## src/rtl/pid_pkg.sv

```systemverilog
// Shared types and constants for the PID control-side sequencer.
package pid_pkg;

    localparam int PID_D_WIDTH = 18;

    typedef logic signed [PID_D_WIDTH-1:0] pid_data_t;

    typedef enum logic [2:0] {
        S_IDLE,
        S_LOAD,
        S_WAIT,
        S_SAMPLE,
        S_ITER,
        S_EMIT
    } state_t;

    // Gain register addresses on the PID write port.
    localparam logic [1:0] KP  = 2'd0;
    localparam logic [1:0] KI  = 2'd1;
    localparam logic [1:0] KD1 = 2'd2;
    localparam logic [1:0] KD2 = 2'd3;

endpackage

```

## src/rtl/pid_tick_gen.sv

```systemverilog
// Sample-period counter: counts 0..P-1 (P = max(period, 2)) and flags the last count.
module pid_tick_gen
    import pid_pkg::*;
#(
    parameter int CNT_WIDTH = 16
) (
    input  logic                 clock,
    input  logic                 reset,
    input  logic                 clear,
    input  logic                 run,
    input  logic [CNT_WIDTH-1:0] period,
    output logic                 tick
);

    logic [CNT_WIDTH-1:0] count;
    logic [CNT_WIDTH-1:0] limit;
    logic [CNT_WIDTH-1:0] period_m1;

    always_comb begin
        period_m1 = (period < CNT_WIDTH'(2)) ? CNT_WIDTH'(1) : period - CNT_WIDTH'(1);
    end

    assign tick = run && !clear && (count == limit);

    // The limit is only reloaded at a wrap or while cleared, so a period
    // change never truncates the interval in progress.
    always_ff @(posedge clock or posedge reset) begin
        if (reset) begin
            count <= '0;
            limit <= CNT_WIDTH'(1);
        end else if (clear || tick) begin
            count <= '0;
            limit <= period_m1;
        end else if (run) begin
            count <= count + CNT_WIDTH'(1);
        end
    end

endmodule

```

## src/rtl/pid_sequencer.sv

```systemverilog
// Control front end for the PID datapath: gain loading, periodic measurement
// fetch, iterate strobe and result emission with overrun detection.
module pid_sequencer
    import pid_pkg::*;
#(
    parameter int D_WIDTH   = 18,
    parameter int CNT_WIDTH = 16
) (
    input  logic                      clock,
    input  logic                      reset,
    input  logic                      enable,
    input  logic [CNT_WIDTH-1:0]      period,
    input  logic                      cfg_valid,
    output logic                      cfg_ready,
    input  logic signed [D_WIDTH-1:0] cfg_kp,
    input  logic signed [D_WIDTH-1:0] cfg_ki,
    input  logic signed [D_WIDTH-1:0] cfg_kd1,
    input  logic signed [D_WIDTH-1:0] cfg_kd2,
    input  logic signed [D_WIDTH-1:0] target,
    input  logic                      meas_valid,
    output logic                      meas_ready,
    input  logic signed [D_WIDTH-1:0] meas_data,
    output logic                      pid_resetn,
    output logic                      pid_write_enable,
    output logic [D_WIDTH-1:0]        pid_reg_addr,
    output logic signed [D_WIDTH-1:0] pid_reg_data,
    output logic                      pid_iterate_enable,
    output logic signed [D_WIDTH-1:0] pid_target,
    output logic signed [D_WIDTH-1:0] pid_measurement,
    input  logic signed [D_WIDTH-1:0] pid_out,
    output logic                      out_valid,
    output logic signed [D_WIDTH-1:0] out_data,
    output logic                      overrun
);

    state_t                    state;
    state_t                    state_next;
    logic [1:0]                idx;
    logic [1:0]                idx_next;
    logic                      tick;
    logic                      cfg_accept;
    logic                      xfer;
    logic                      overrun_next;
    logic [1:0]                rst_sync;
    logic signed [D_WIDTH-1:0] out_hold;
    logic signed [D_WIDTH-1:0] shadow [4];

    assign cfg_accept = cfg_valid && cfg_ready;
    assign xfer       = meas_valid && meas_ready;

    pid_tick_gen #(
        .CNT_WIDTH (CNT_WIDTH)
    ) u_tick_gen (
        .clock  (clock),
        .reset  (reset),
        .clear  (state == S_IDLE),
        .run    (enable),
        .period (period),
        .tick   (tick)
    );

    // NOTE: every variable gets a default before the case so no path leaves
    // it unassigned; otherwise synthesis infers a latch.
    always_comb begin
        state_next = state;
        idx_next   = idx;
        case (state)
            S_IDLE: begin
                if (cfg_accept) begin
                    state_next = S_LOAD;
                    idx_next   = 2'd0;
                end else if (enable) begin
                    state_next = S_WAIT;
                end
            end
            S_LOAD: begin
                idx_next = idx + 2'd1;
                if (idx == 2'd3) begin
                    state_next = enable ? S_WAIT : S_IDLE;
                end
            end
            S_WAIT: begin
                if (cfg_accept) begin
                    state_next = S_LOAD;
                    idx_next   = 2'd0;
                end else if (tick) begin
                    state_next = S_SAMPLE;
                end else if (!enable) begin
                    state_next = S_IDLE;
                end
            end
            S_SAMPLE: begin
                if (xfer) begin
                    state_next = S_ITER;
                end else if (!enable) begin
                    state_next = S_IDLE;
                end
            end
            S_ITER:  state_next = S_EMIT;
            S_EMIT:  state_next = enable ? S_WAIT : S_IDLE;
            default: state_next = S_IDLE;
        endcase
    end

    // A tick is lost whenever it cannot start a sample; a cfg accept clears
    // the flag unless it is itself the reason the tick was lost.
    always_comb begin
        if (cfg_accept) begin
            overrun_next = tick;
        end else begin
            overrun_next = overrun || (tick && (state != S_WAIT));
        end
    end

    // NOTE: sequential state uses non-blocking assignments so every register
    // samples pre-edge values regardless of statement or process order.
    always_ff @(posedge clock or posedge reset) begin
        if (reset) begin
            state              <= S_IDLE;
            idx                <= 2'd0;
            cfg_ready          <= 1'b0;
            meas_ready         <= 1'b0;
            pid_write_enable   <= 1'b1;
            pid_reg_addr       <= '0;
            pid_reg_data       <= '0;
            pid_iterate_enable <= 1'b0;
            pid_target         <= '0;
            pid_measurement    <= '0;
            out_valid          <= 1'b0;
            out_hold           <= '0;
            overrun            <= 1'b0;
        end else begin
            state              <= state_next;
            idx                <= idx_next;
            cfg_ready          <= (state_next == S_IDLE) || (state_next == S_WAIT);
            meas_ready         <= (state_next == S_SAMPLE);
            pid_write_enable   <= (state_next != S_LOAD);
            pid_iterate_enable <= (state_next == S_ITER);
            out_valid          <= (state_next == S_EMIT);
            overrun            <= overrun_next;
            if (state_next == S_LOAD) begin
                pid_reg_addr <= D_WIDTH'(idx_next);
                // The shadow copy is written on this same edge, so the first
                // word comes straight from the config bus.
                pid_reg_data <= cfg_accept ? cfg_kp : shadow[idx_next];
            end else begin
                pid_reg_addr <= '0;
                pid_reg_data <= '0;
            end
            if (xfer) begin
                pid_measurement <= meas_data;
                pid_target      <= target;
            end
            if (state == S_EMIT) begin
                out_hold <= pid_out;
            end
        end
    end

    // NOTE: the shadow gains are storage, not control: they are always
    // written on accept before LOAD reads them, so they carry no reset.
    always_ff @(posedge clock) begin
        if (cfg_accept) begin
            shadow[KP]  <= cfg_kp;
            shadow[KI]  <= cfg_ki;
            shadow[KD1] <= cfg_kd1;
            shadow[KD2] <= cfg_kd2;
        end
    end

    always_ff @(posedge clock or posedge reset) begin
        if (reset) begin
            rst_sync <= 2'b00;
        end else begin
            rst_sync <= {rst_sync[0], 1'b1};
        end
    end

    assign pid_resetn = rst_sync[1];

    // The PID result is only valid after the ITER edge, so it is passed
    // through during EMIT and held afterwards.
    assign out_data = out_valid ? pid_out : out_hold;

endmodule

```

## config.mk

```make
export PLATFORM = sky130hd
export DESIGN_NAME = pid_sequencer
export DESIGN_NICKNAME = d
export VERILOG_FILES = /design/src/rtl/pid_pkg.sv /design/src/rtl/pid_tick_gen.sv /design/src/rtl/pid_sequencer.sv
export SDC_FILE = /design/constraint.sdc
export NUM_CORES = 1
export LEC_CHECK = 0
export CAP_MARGIN = 20
export CORE_MARGIN = 2
export CORE_UTILIZATION = 45
export CTS_BUF_LIST = sky130_fd_sc_hd__clkbuf_8 sky130_fd_sc_hd__clkbuf_16
export DETAILED_ROUTE_END_ITERATION = 8
export GPL_TIMING_DRIVEN = 1
export PLACE_DENSITY = 0.74
export SYNTH_ARGS = -nofsm -noshare
export SYNTH_HDL_FRONTEND = slang
export SYNTH_SLANG_ARGS = --single-unit
export TNS_END_PERCENT = 20
```

## constraint.sdc

```tcl
create_clock -name clock -period 6.4 [get_ports clock]
set_input_delay 1.6 -clock clock [delete_from_list [all_inputs] [get_ports clock]]
set_output_delay 1.6 -clock clock [all_outputs]
set_load 0.05 [all_outputs]
```

=== Word-level counts from Yosys, hierarchy flattened ===
Memories as Yosys holds them, arrays and structs flattened.
Index checks and enable logic that the tools add are counted.

* Memories kept: 1
* Register bits after elaboration: 135
* Memory bits (writable): 72
* Output and inout port bits: 97
* Logic and storage cells: 69

* Reductions and logical operators: 13
* $add $sub $neg: 3
* Order comparisons: 1
* Eq/ne operators: 14
* Multiplexer cells: 21

{| class="wikitable"
|+ Memories
! name !! depth !! bits a word !! rd ports !! clocked after memory_dff !! wr ports !! RTL line !! RTL
|-
| shadow || 4 || 18 || 1 || 0 || 4 || pid_sequencer.sv:46 || <nowiki>logic signed [D_WIDTH-1:0] shadow [4];</nowiki>
|}

{| class="wikitable"
|+ Operators by type and width
! operator !! count
|-
| $mux W18 || 3
|-
| $mux W16 || 3
|-
| $mux W3 || 7
|-
| $pmux W3 S6 || 1
|-
| $add A16 B1 Y16 const B || 1
|-
| $eq A16 B16 Y1 || 1
|-
| $lt A16 B2 Y1 const B || 1
|-
| $sub A16 B1 Y16 const B || 1
|-
| $eq A3 B2 Y1 const B || 4
|-
| $eq A3 B3 Y1 const B || 4
|-
| $eq A3 B1 Y1 const B || 2
|-
| $logic_not A3 Y1 || 2
|-
| $mux W2 || 3
|-
| $logic_and A1 B1 Y1 || 5
|-
| $pmux W2 S2 || 1
|-
| $logic_or A1 B1 Y1 || 3
|-
| $mux W1 || 3
|-
| $ne A3 B1 Y1 const B || 1
|-
| $ne A3 B2 Y1 const B || 1
|-
| $add A2 B1 Y2 const B || 1
|-
| $eq A2 B2 Y1 const B || 1
|-
| $reduce_bool A2 Y1 || 1
|-
| $reduce_or A2 Y1 || 1
|-
| $logic_not A1 Y1 || 1
|}

=== Longest topological paths before layout ===
* Depth in word-level cells: 9
* Mapped depth: 8

=== Hierarchy ===
Synthesis repeated with hierarchy kept, for this count alone.

* Cell total of the unflattened synthesis: 582
* Area total of the unflattened synthesis: 8266.7 µm²

{| class="wikitable"
|+ By module, submodules not included
! module !! cells an instance !! instances !! area an instance (µm²)
|-
| pid_sequencer || 383 || 1 || 6266.0
|-
| pid_tick_gen || 199 || 1 || 2000.7
|}

=== Worst setup path after synthesis ===
Ideal clock, no wire load.

* Kind: input-to-reg
* Start: input cfg_valid
* End: register pid_reg_data[16]
* Cell stages on the path: 6
* Slack: 2.430 ns
* Data required time: 6.263 ns
* Arrival: 3.833 ns
* Cell sequence: nand2_1 inv_1 or3_1 buf_6 buf_6 o221ai_2

* Word-level cells in the longest chain between the ends: 6
* Elaborated cells on any way between the ends: 10
* Those cells by class: 1 x eq/ne; 7 x mux; 1 x reduce/logical; 1 x memory

{| class="wikitable"
|+ RTL lines
! element !! RTL line !! RTL
|-
| start, declared || pid_sequencer.sv:13 || <nowiki>input logic cfg_valid,</nowiki>
|-
| $logic_and A1 B1 Y1 (*) || pid_sequencer.sv:48 || <nowiki>assign cfg_accept = cfg_valid && cfg_ready;</nowiki>
|-
| net cfg_accept || pid_sequencer.sv:41 || <nowiki>logic cfg_accept;</nowiki>
|-
| $mux W2 || pid_sequencer.sv:69, pid_sequencer.sv:83 ||
|-
| $pmux W2 S2 || pid_sequencer.sv:67 || <nowiki>case (state)</nowiki>
|-
| $mem_v2 Z4 W18 || n/a ||
|-
| $mux W18 || pid_sequencer.sv:145 || <nowiki>pid_reg_data <= cfg_accept ? cfg_kp : shadow[idx_next];</nowiki>
|-
| $mux W18 (*) || pid_sequencer.sv:141 || <nowiki>if (state_next == S_LOAD) begin</nowiki>
|-
| end signal, assigned || pid_sequencer.sv:145 ||
|-
| end, declared || pid_sequencer.sv:26 || <nowiki>output logic signed [D_WIDTH-1:0] pid_reg_data,</nowiki>
|}

Mark *: on every way through the listed nets, which the timed path passes. The rest lies on a longest branch.
A chain may end at the register's enable or synchronous reset.

=== Worst setup path in the final report ===
* Start: input pid_out[2]
* End: output out_data[2]

* Word-level cells in the longest chain between the ends: 1

{| class="wikitable"
|+ RTL lines
! element !! RTL line !! RTL
|-
| start, declared || pid_sequencer.sv:30 || <nowiki>input logic signed [D_WIDTH-1:0] pid_out,</nowiki>
|-
| $mux W18 || pid_sequencer.sv:183 || <nowiki>assign out_data = out_valid ? pid_out : out_hold;</nowiki>
|-
| end, declared || pid_sequencer.sv:32 || <nowiki>output logic signed [D_WIDTH-1:0] out_data,</nowiki>
|}

Every way passes these cells.

==> results.yml <==
global_routing:
  grt_pass1_vias: 5792
  overflow: 0
  antenna_found_initial: 0
  grt_start_max_net_pins: 74
  grt_usage: 0.193
  grt_first_pass_wirelength_um: 29700
synthesis:
  ys_top_cells_by_area: "dfrtp_1 35%, edfxtp_1 26%, mux2_2 9.8%"
  ys_ff_latch: 191
  ys_async_sr_fraction: 0.623
  avgSynthCellArea_um2: 14.2
  synth_cells: 582
  ys_seq_area_frac: 0.621
  netlist-cell-type-count: 60
  netlist_area_mm2: 0.00828
  yosysWarnings: 0
  yosys.area.top_type: "dfrtp_1"
  ys_top_cells_by_count: "117 x dfrtp_1, 72 x edfxtp_1, 72 x mux2_2"
  synth_top_area_frac: 0.354
  synth_top_flop_cell: "dfrtp_1"
  yosysMostFrequentCell: "dfrtp_1"
  synth-edff-count: 72
finish:
  nets: 958
  fill_cells: 1375
  antennaDiodeCount: 0
  fin_util: 0.631
  layout-drive-gt1-share: 0.166
  areaGrowthSynthToFinish_pct: 37.5
power:
  p_per_area_mw_per_mm2: 485
  vdd_drop_max_mv: 0.336
  leakage_nw: 4.50
worst_setup_path:
  start_kind: "input pin"
  critPathMaxFanout: 2
  crit_slowest_cell: "clkdlybuf4s50_1"
  cp_cell_sequence: "clkdlybuf4s50_1 -> mux2_2 -> clkdlybuf4s50_1"
  cp.required_ns: 4.80
  cp_common_cell: "clkdlybuf4s50_1"
  max_stage_delay_ns: 0.81
  arrival_ns: 3.06
  end_kind: "primary output"
  critPathKind: "input pin to primary output"
cts:
  cts_resized: 0
  max-clock-path-buffers: 2
  postCtsSetupRepairBufs: 0
  htreeDepth: 4
  clkLatencyLatePin_ns: 0.43
  ctsHoldBuffers: 0
  cts_root_buffer: "clkbuf_16"
  clkTransAtPathRegs_ns: 0.08
  cts_tree: "yes"
  numCtsBuffers: 17
  cts_num_sinks: 191
floorplan:
  num_io_pins: 244
  coreArea_mm2: 0.0180
  rows: 49
  die_w_um: 140
  dieHeight_um: 140
  dieArea_mm2: 0.0195
  initial_utilization: 0.459
sta:
  worst_pin_slew_ns: 1.06
  rsz0062_at_grt: "no"
  fin_crit_sh: 0.728
  setup_viol: 0
  slew_viol_final: 0
  min_period_ns: 4.66
  skew_ns: 0.0118
  hold_viol: 0
  max-slew-margin-rel: 0.292
  max_freq_mhz: 215
  fin_tns_setup_ns: 0
run:
  max-cap-violations: 0
run_status:
  run_status: "finished clean"
placement:
  portBuffers: 227
  gp_congestion: 0.829
  dp_hpwl_um: 12900
detailed_routing:
  routedWlPerCell_um: 17.5
  via_per_inst: 5.13
  drt_iter0_drc: 258
  ant_nets: 0
  drcViolationCount: 0
  totalWireLength_um: 18400
  dr_total_vias: 5390
  drt_pre_antenna_iters: 4
worst_hold_path:
  hp-class: "register to register"
-- final timing paths --
path                                  startpoint                          to  slack (ns)  cells past startpoint
max                                   pid_out[2]                 out_data[2]        1.74                      3
min in group asynchronous                  reset    out_hold[15]$_DFFE_PP0N_        1.71                      2
max in group asynchronous                  reset   pid_reg_addr[0]$_DFF_PP0_        3.46                      3
min                        rst_sync[0]$_DFF_PP0_       rst_sync[1]$_DFF_PP0_        0.35                      0
min reg2reg                rst_sync[0]$_DFF_PP0_       rst_sync[1]$_DFF_PP0_        0.35                      0
max reg2reg                     idx[0]$_DFF_PP0_  pid_reg_data[11]$_DFF_PP0_        3.80                      6
-- power breakdown --
part           internal, W  switching, W
sequential         0.00168      0.000202
clock             0.000611      0.000527
combinational     0.000993       0.00150
total              0.00329       0.00223
-- state kept, by name (all words and copies together), names as in the netlist --
signal,cells
shadow,72
out_hold,18
pid_measurement,18
pid_reg_data,18
pid_target,18
u_tick_gen.count,16
u_tick_gen.limit,16
state,3
idx,2
pid_reg_addr,2
rst_sync,2
cfg_ready,1
meas_ready,1
out_valid,1
overrun,1
pid_iterate_enable,1
pid_write_enable,1
-- metrics by stage --
step | std cells | cell area [um2] | setup WS, ns | hold WS [ns] | total power [W]
CTS | 1050 | 11400 | 1.74 | 0.351 | 0.00557
detailed placement | 1018 | 10700 | 1.74 | 0.346 | 0.00442
global placement | 1017 | 10700 | 1.76 | 0.337 | 0.00435
floorplan | 597 | 8330 | 1.65 | 0.331 | 0.00362
global route | 1050 | 11400 | 1.71 | 0.362 | 0.00578
finish | 1050 | 11400 | 1.74 | 0.351 | 0.00551
-- area by class of cell --
type                       instances  area, um2  share of cell area
clock buffer                      17        425              0.0374
timing repair buffer             232       2330               0.205
tap                              229        287              0.0252
inverter                          12       47.5             0.00418
clock inverter                    15        236              0.0208
multi-input combinational        354       2910               0.256
sequential                       191       5140               0.452
-- placed cells by master (no fill, tap or decap), drive strengths merged, types with 8 or more instances in the layout --
master         count
nand4              9
nand3             10
inv               17
xor2              10
clkbuf            17
clkdlybuf4s50    227
o221ai            18
mux2              87
xnor2             24
nor2              15
nor3              10
and2              19
mux2i             41
clkinv             8
dfrtp            117
edfxtp            72
nand2             33
conb              17
-- cell families after synthesis --
logic type / share of synthesized area
flip-flops: 0.621
multiplexers: 0.168
AND/OR/NAND/NOR: 0.0860
buffers and inverters: 0.0342
AO/OA/AOI/OAI: 0.0491
XOR/XNOR: 0.0360
adder cells (fa/ha/maj): 0.00454
other: 0.000907
-- worst max-delay path: cells and delay by family --
| family | cells | cell delay (ns) |
|---|---|---|
| multiplexers | 1 | 0.17 |
| buffers and inverters | 2 | 1.29 |
-- layer usage --
layer | global-route usage | wire length [um] | vias to the layer above
met5 | 0 | 0 | -
met4 | 0.0747 | 412 | 0
met3 | 0.0437 | 1130 | 26
met2 | 0.332 | 9150 | 217
met1 | 0.239 | 7710 | 2599
li1 | - | - | 2548
(Power assumes the default switching activity.)
==> patch 1, RTL diff (config.mk and constraints unchanged) <==
Register the input `cfg_ki` before use, cleared by the reset. The logic sees it one clock later. The other inputs are not delayed to match.
--- a/src/rtl/pid_sequencer.sv
+++ b/src/rtl/pid_sequencer.sv
@@ -32,6 +32,16 @@
     output logic signed [D_WIDTH-1:0] out_data,
     output logic                      overrun
 );
+
+    logic signed [D_WIDTH-1:0] cfg_ki_q;
+
+    always_ff @(posedge clock or posedge reset) begin
+        if (reset) begin
+            cfg_ki_q <= '0;
+        end else begin
+            cfg_ki_q <= cfg_ki;
+        end
+    end
 
     state_t                    state;
     state_t                    state_next;
@@ -162,7 +172,7 @@
     always_ff @(posedge clock) begin
         if (cfg_accept) begin
             shadow[KP]  <= cfg_kp;
-            shadow[KI]  <= cfg_ki;
+            shadow[KI]  <= cfg_ki_q;
             shadow[KD1] <= cfg_kd1;
             shadow[KD2] <= cfg_kd2;
         end
Formal check against the unedited RTL: not equivalent (a bounded check fails within 4 cycles, from zero or initial values and one cycle with reset high).
==> patch 1 against the original RTL <==
Cell area grew 5.2%. Routed wire length rose by 5.7%. Area after synthesis up 6.2%. Worst setup slack better by 0.035 ns. Count of clock-buffer cells in the layout increased by 8. Sequential cell count up 18. Die area up 6.0%. Power increased by 6.5%. Global-route usage down 0.94 points. Final cell count is 10% higher. Critical endpoint is now out_data[9]. Largest power group unchanged.
==> patch 1: results (changes against the original RTL) <==
Final layout
The share of layout cells above drive strength 1 came to 16.1% (was 16.6%). The number of cells in the finished layout apart from fillers came to 1155 (was 1050). The total number of nets in the final design is 1023 (was 958).

The count of filler cells inserted in the layout is 1505 (was 1375).

Timing
The worst setup margin is 1.78 ns (was 1.74 ns). The worst clock skew is 0.0122 ns (was 0.0118 ns). The post-route worst hold slack is 0.353 ns (was 0.351 ns).

The actual transition at the worst max-transition pin came to 0.973 ns (was 1.06 ns).

Global route
The total global routing track utilization is 18.4% (was 19.3%). The via count of the first global-routing pass is 5801 (was 5792). The pin count of the biggest net entering global routing came to 114 (was 74). The number of antenna violations at the first check in global routing came to 1 (was 0). The met3 track utilization from global routing is 3.70% (was 4.37%). The met2 routing resource usage after global routing is 30.8% (was 33.2%). The global-route wire length before repair was 30.0 mm (was 29.7 mm). The met1 demand-to-capacity share in global routing is 24.5% (was 23.9%).

Pwr
The power dissipated in combinational cells is 2.66 mW (was 2.49 mW). The worst voltage drop across the vdd grid came to 0.000340 V (was 0.000336 V). The total sequential power is 2.00 mW (was 1.88 mW).

The switching part of the total power is 39.7% (was 40.4%). The static power due to leakage is 4.73 nW (was 4.50 nW). The share of power burned in registers was 34.1% (was 34.2%).

Critical path
The end point of the critical path is out_data[9] (was out_data[2]). The endpoint of the worst-slack reg-to-reg timing path is pid_reg_data[8] (was pid_reg_data[11]). The flop-to-flop setup slack is 3.75 ns (was 3.80 ns). The beginning of the critical path is pid_out[9] (was pid_out[2]). The cell count of the worst reg-to-reg path was 4 (was 6). The launch instance of the worst register-to-register path is cfg_ready (was idx[0]).

Routing
The met1 routed wirelength after detailed routing is 8.17 mm (was 7.71 mm). The ratio of routed vias to standard cells is 5.13 (about the same). The initial DRC count is 376 (was 258).

The met3 layer wire length in the routed design was 1.37 mm (was 1.13 mm). The detailed-routed wire length on met2 is 9.55 mm (was 9.15 mm). The detailed-route wire length per cell is 16.8 µm (was 17.5 µm).

Synthesis
Top post-synthesis cells by count: sky130_fd_sc_hd__dfrtp_1, sky130_fd_sc_hd__mux2_2, sky130_fd_sc_hd__edfxtp_1 (was sky130_fd_sc_hd__dfrtp_1, sky130_fd_sc_hd__edfxtp_1, sky130_fd_sc_hd__mux2_2). The sequential cell area fraction in the yosys report is 63.6% (was 62.1%). The distinct cell type count after synthesis was 53 (was 60).

Placed design
The cell area after placement is 11200 µm² (was 10700 µm²). The number of cells after detailed placement was 1112 (was 1018).

Worst hold path
The source of the worst hold timing path is rst_sync[0] (unchanged).

CTS
The later-pin clock latency in the skew report is 0.49 ns (was 0.43 ns). The maximum buffer depth of the clock tree is 3 (was 2). The number of instances resized during post-cts repair is 0 (unchanged). The clock edge transition at the registers on the reported setup and hold paths is 0.06 ns (was 0.08 ns).

The number of buffers created by CTS is 23 (was 17). The depth of the CTS H-tree is 1 (was 4).

Run status
Status: finished, final reports clean (unchanged).
==> patch 1: changes by cell type in the layout (fill, tap and decap cells not counted), sizes merged, moves of 8 or more <==
| cell | change |
|---|---|
| dfrtp | +18 |
| o21ai | +17 |
| and3 | +39 |
| mux2i | -39 |
| and2 | -16 |
| nand2 | -14 |
| o221ai | -18 |
| nor4 | +14 |
| a211oi | +36 |
| nor2 | +21 |
| clkbuf | +8 |
==> patch 1: cell type report <==
type	count	area [µm²]	share of cell area (%)
diodes	1	2.50	0.0209
clock buffers	25	603	5.04
clock inverters	16	96.3	0.805
inverters	9	38.8	0.324
multi-input cells	394	2940	24.6
flip-flops and latches	209	5590	46.7
well taps	265	332	2.77
repair buffers	236	2360	19.7
==> patch 1: kinds of logic after synthesis <==
logic type / count (synthesis) / synth area share [%]
compound gates: 79 / 6.04
mux: 89 / 11.4
simple gates: 165 / 10.7
buf+inv: 59 / 3.63
flops: 209 / 63.6
other cells: 2 / 0.0855
xor+xnor: 41 / 4.09
fa+ha+maj: 3 / 0.427
==> patch 2, RTL diff (same flow settings) <==
Without the edit above. Set the parameter `D_WIDTH` to 26 (it was 18).
--- a/src/rtl/pid_sequencer.sv
+++ b/src/rtl/pid_sequencer.sv
@@ -3,7 +3,7 @@
 module pid_sequencer
     import pid_pkg::*;
 #(
-    parameter int D_WIDTH   = 18,
+    parameter int D_WIDTH   = 26,
     parameter int CNT_WIDTH = 16
 ) (
     input  logic                      clock,
Interface: changed (12 resized); port bits go from 244 to 340. The function was not compared with the original's and may differ.
==> patch 2 against the original RTL <==
Area after synthesis rose by 29%. Count of clock-buffer cells in the layout rose by 15. Register-to-register slack got worse by 0.79 ns. Non-clock buffer count rose by 95. Worst setup slack got worse by 0.025 ns. Power rose by 41%. Clock skew rose by 0.012 ns. Routed wire length rose by 40%. Global-route usage rose by 0.62 points. Combinational power rose by 50%. Clock power rose by 38%. Cell area rose by 32%. Sequential cell count rose by 64. Largest cell class unchanged.
==> patch 2: results (changes against the original RTL) <==
Run status
Status: finished, final reports clean (unchanged).

CTS
The maximum buffer depth of the clock tree is 3 (was 2). The depth of the CTS H-tree is 1 (was 4). The number of buffers created by CTS is 28 (was 17). The clock edge transition at the registers on the reported setup and hold paths is 0.06 ns (was 0.08 ns).

Routing
The met3 layer wire length in the routed design was 1.25 mm (was 1.13 mm). The ratio of routed vias to standard cells came to 5.00 (was 5.13). The detailed-routed wire length on met2 is 13.1 mm (was 9.15 mm). The detailed-route wire length per cell came to 18.3 µm (was 17.5 µm).

The met1 routed wirelength after detailed routing came to 10.7 mm (was 7.71 mm). The initial DRC count is 388 (was 258).

Pwr
The portion of total power attributed to the clock network is 20.1% (was 20.7%). The total sequential power was 2.51 mW (was 1.88 mW). The power dissipated in the clock network was 1.57 mW (was 1.14 mW). The switching part of the total power was 40.4% (about the same).

The static power due to leakage is 5.89 nW (was 4.50 nW). The worst voltage drop across the vdd grid is 0.000287 V (was 0.000336 V).

Global route
The pin count of the biggest net entering global routing is 77 (was 74). The total global routing track utilization is 19.9% (was 19.3%). The global-route wire length before repair was 38.6 mm (was 29.7 mm). The number of antenna violations at the first check in global routing is 1 (was 0).

Synthesis
The mean instance size in the synthesized netlist is 14.3 µm² (was 14.2 µm²). The sequential cell area fraction in the yosys report is 64.8% (was 62.1%). The async set or reset register ratio after synthesis is 59.2% (was 62.3%). The number of enable-type register cells in the synthesized netlist came to 104 (was 72). Top post-synthesis cells by area: sky130_fd_sc_hd__dfrtp_1, sky130_fd_sc_hd__edfxtp_1, sky130_fd_sc_hd__mux2_2, sky130_fd_sc_hd__nor2_1, sky130_fd_sc_hd__buf_4 (was sky130_fd_sc_hd__dfrtp_1, sky130_fd_sc_hd__edfxtp_1, sky130_fd_sc_hd__mux2_2, sky130_fd_sc_hd__mux2i_1, sky130_fd_sc_hd__xnor2_1). Top post-synthesis cells by count: sky130_fd_sc_hd__mux2_2, sky130_fd_sc_hd__dfrtp_1, sky130_fd_sc_hd__edfxtp_1 (was sky130_fd_sc_hd__dfrtp_1, sky130_fd_sc_hd__edfxtp_1, sky130_fd_sc_hd__mux2_2).

Placed design
The estimated wirelength of the detail-placed design is 18.0 mm (was 12.9 mm). The quantity of I/O buffers inserted on ports is 315 (was 227). The cell area after placement came to 14100 µm² (was 10700 µm²). The global placer's final weighted congestion was 0.812 (was 0.829).

Final layout
The flip-flop count of the largest register after layout is 104 (was 72). The share of layout cells above drive strength 1 was 21.3% (was 16.6%). The total number of nets in the final design is 1273 (was 958).

Critical path
The critical path data arrival time was 3.08 ns (was 3.06 ns).

Timing
The worst clock skew is 0.0243 ns (was 0.0118 ns).
==> patch 2: changes by cell type in the layout (fill, tap and decap cells not counted), sizes merged, moves of 17 or more <==
cell / change
edfxtp: +32
clkdlybuf4s50: +88
mux2i: -40
nor3: +24
o221ai: -17
nor2: +40
o22ai: +28
mux2: +69
dfrtp: +32
and2: -17
==> patch 2: metal layers <==
layer	vias to the layer above	track usage, %
met1	3507	25.7
met3	50	3.01
met4	0	6.97
met5	-	0
met2	196	34.3
li1	3291	-
==> patch 2: area by class of cell <==
class	instances	area, µm²
sequential	255	6900
clock inverter	20	159
fill	1816	8340
inverter	12	52.6
multi-input combinational	443	3450
clock buffer	32	756
timing repair buffer	327	3270
tap	319	399
antenna	1	2.50
==> patch 2: logic make-up after synthesis <==
group | after synthesis | synth area share [%]
xor gates and xnor gates | 36 | 2.96
buffers and inverters | 72 | 3.64
and+or+nand+nor | 156 | 7.49
muxes | 157 | 16.6
DFF | 255 | 64.8
other | 2 | 0.0705
adders and majority gates | 3 | 0.352
AOI/OAI and AO/OA | 66 | 4.08
==> patch 2: worst max-delay path: stages <==
cell and delay [ns]:
sky130_fd_sc_hd__clkdlybuf4s50_1 0.53, sky130_fd_sc_hd__mux2_2 0.17, sky130_fd_sc_hd__clkdlybuf4s50_1 0.79
==> patch 2: worst paths after layout <==
path	from	endpoint	slack, ns	cells after the start
worst max register to register	cfg_ready	pid_reg_data[4]	3.01	9
max in group asynchronous	reset	out_hold[21]	3.70	3
worst min register to register	rst_sync[0]	rst_sync[1]	0.35	0
min in group asynchronous	reset	pid_measurement[22]	1.58	2
worst min-delay path	rst_sync[0]	rst_sync[1]	0.35	0
worst max-delay path	pid_out[0]	out_data[0]	1.72	3
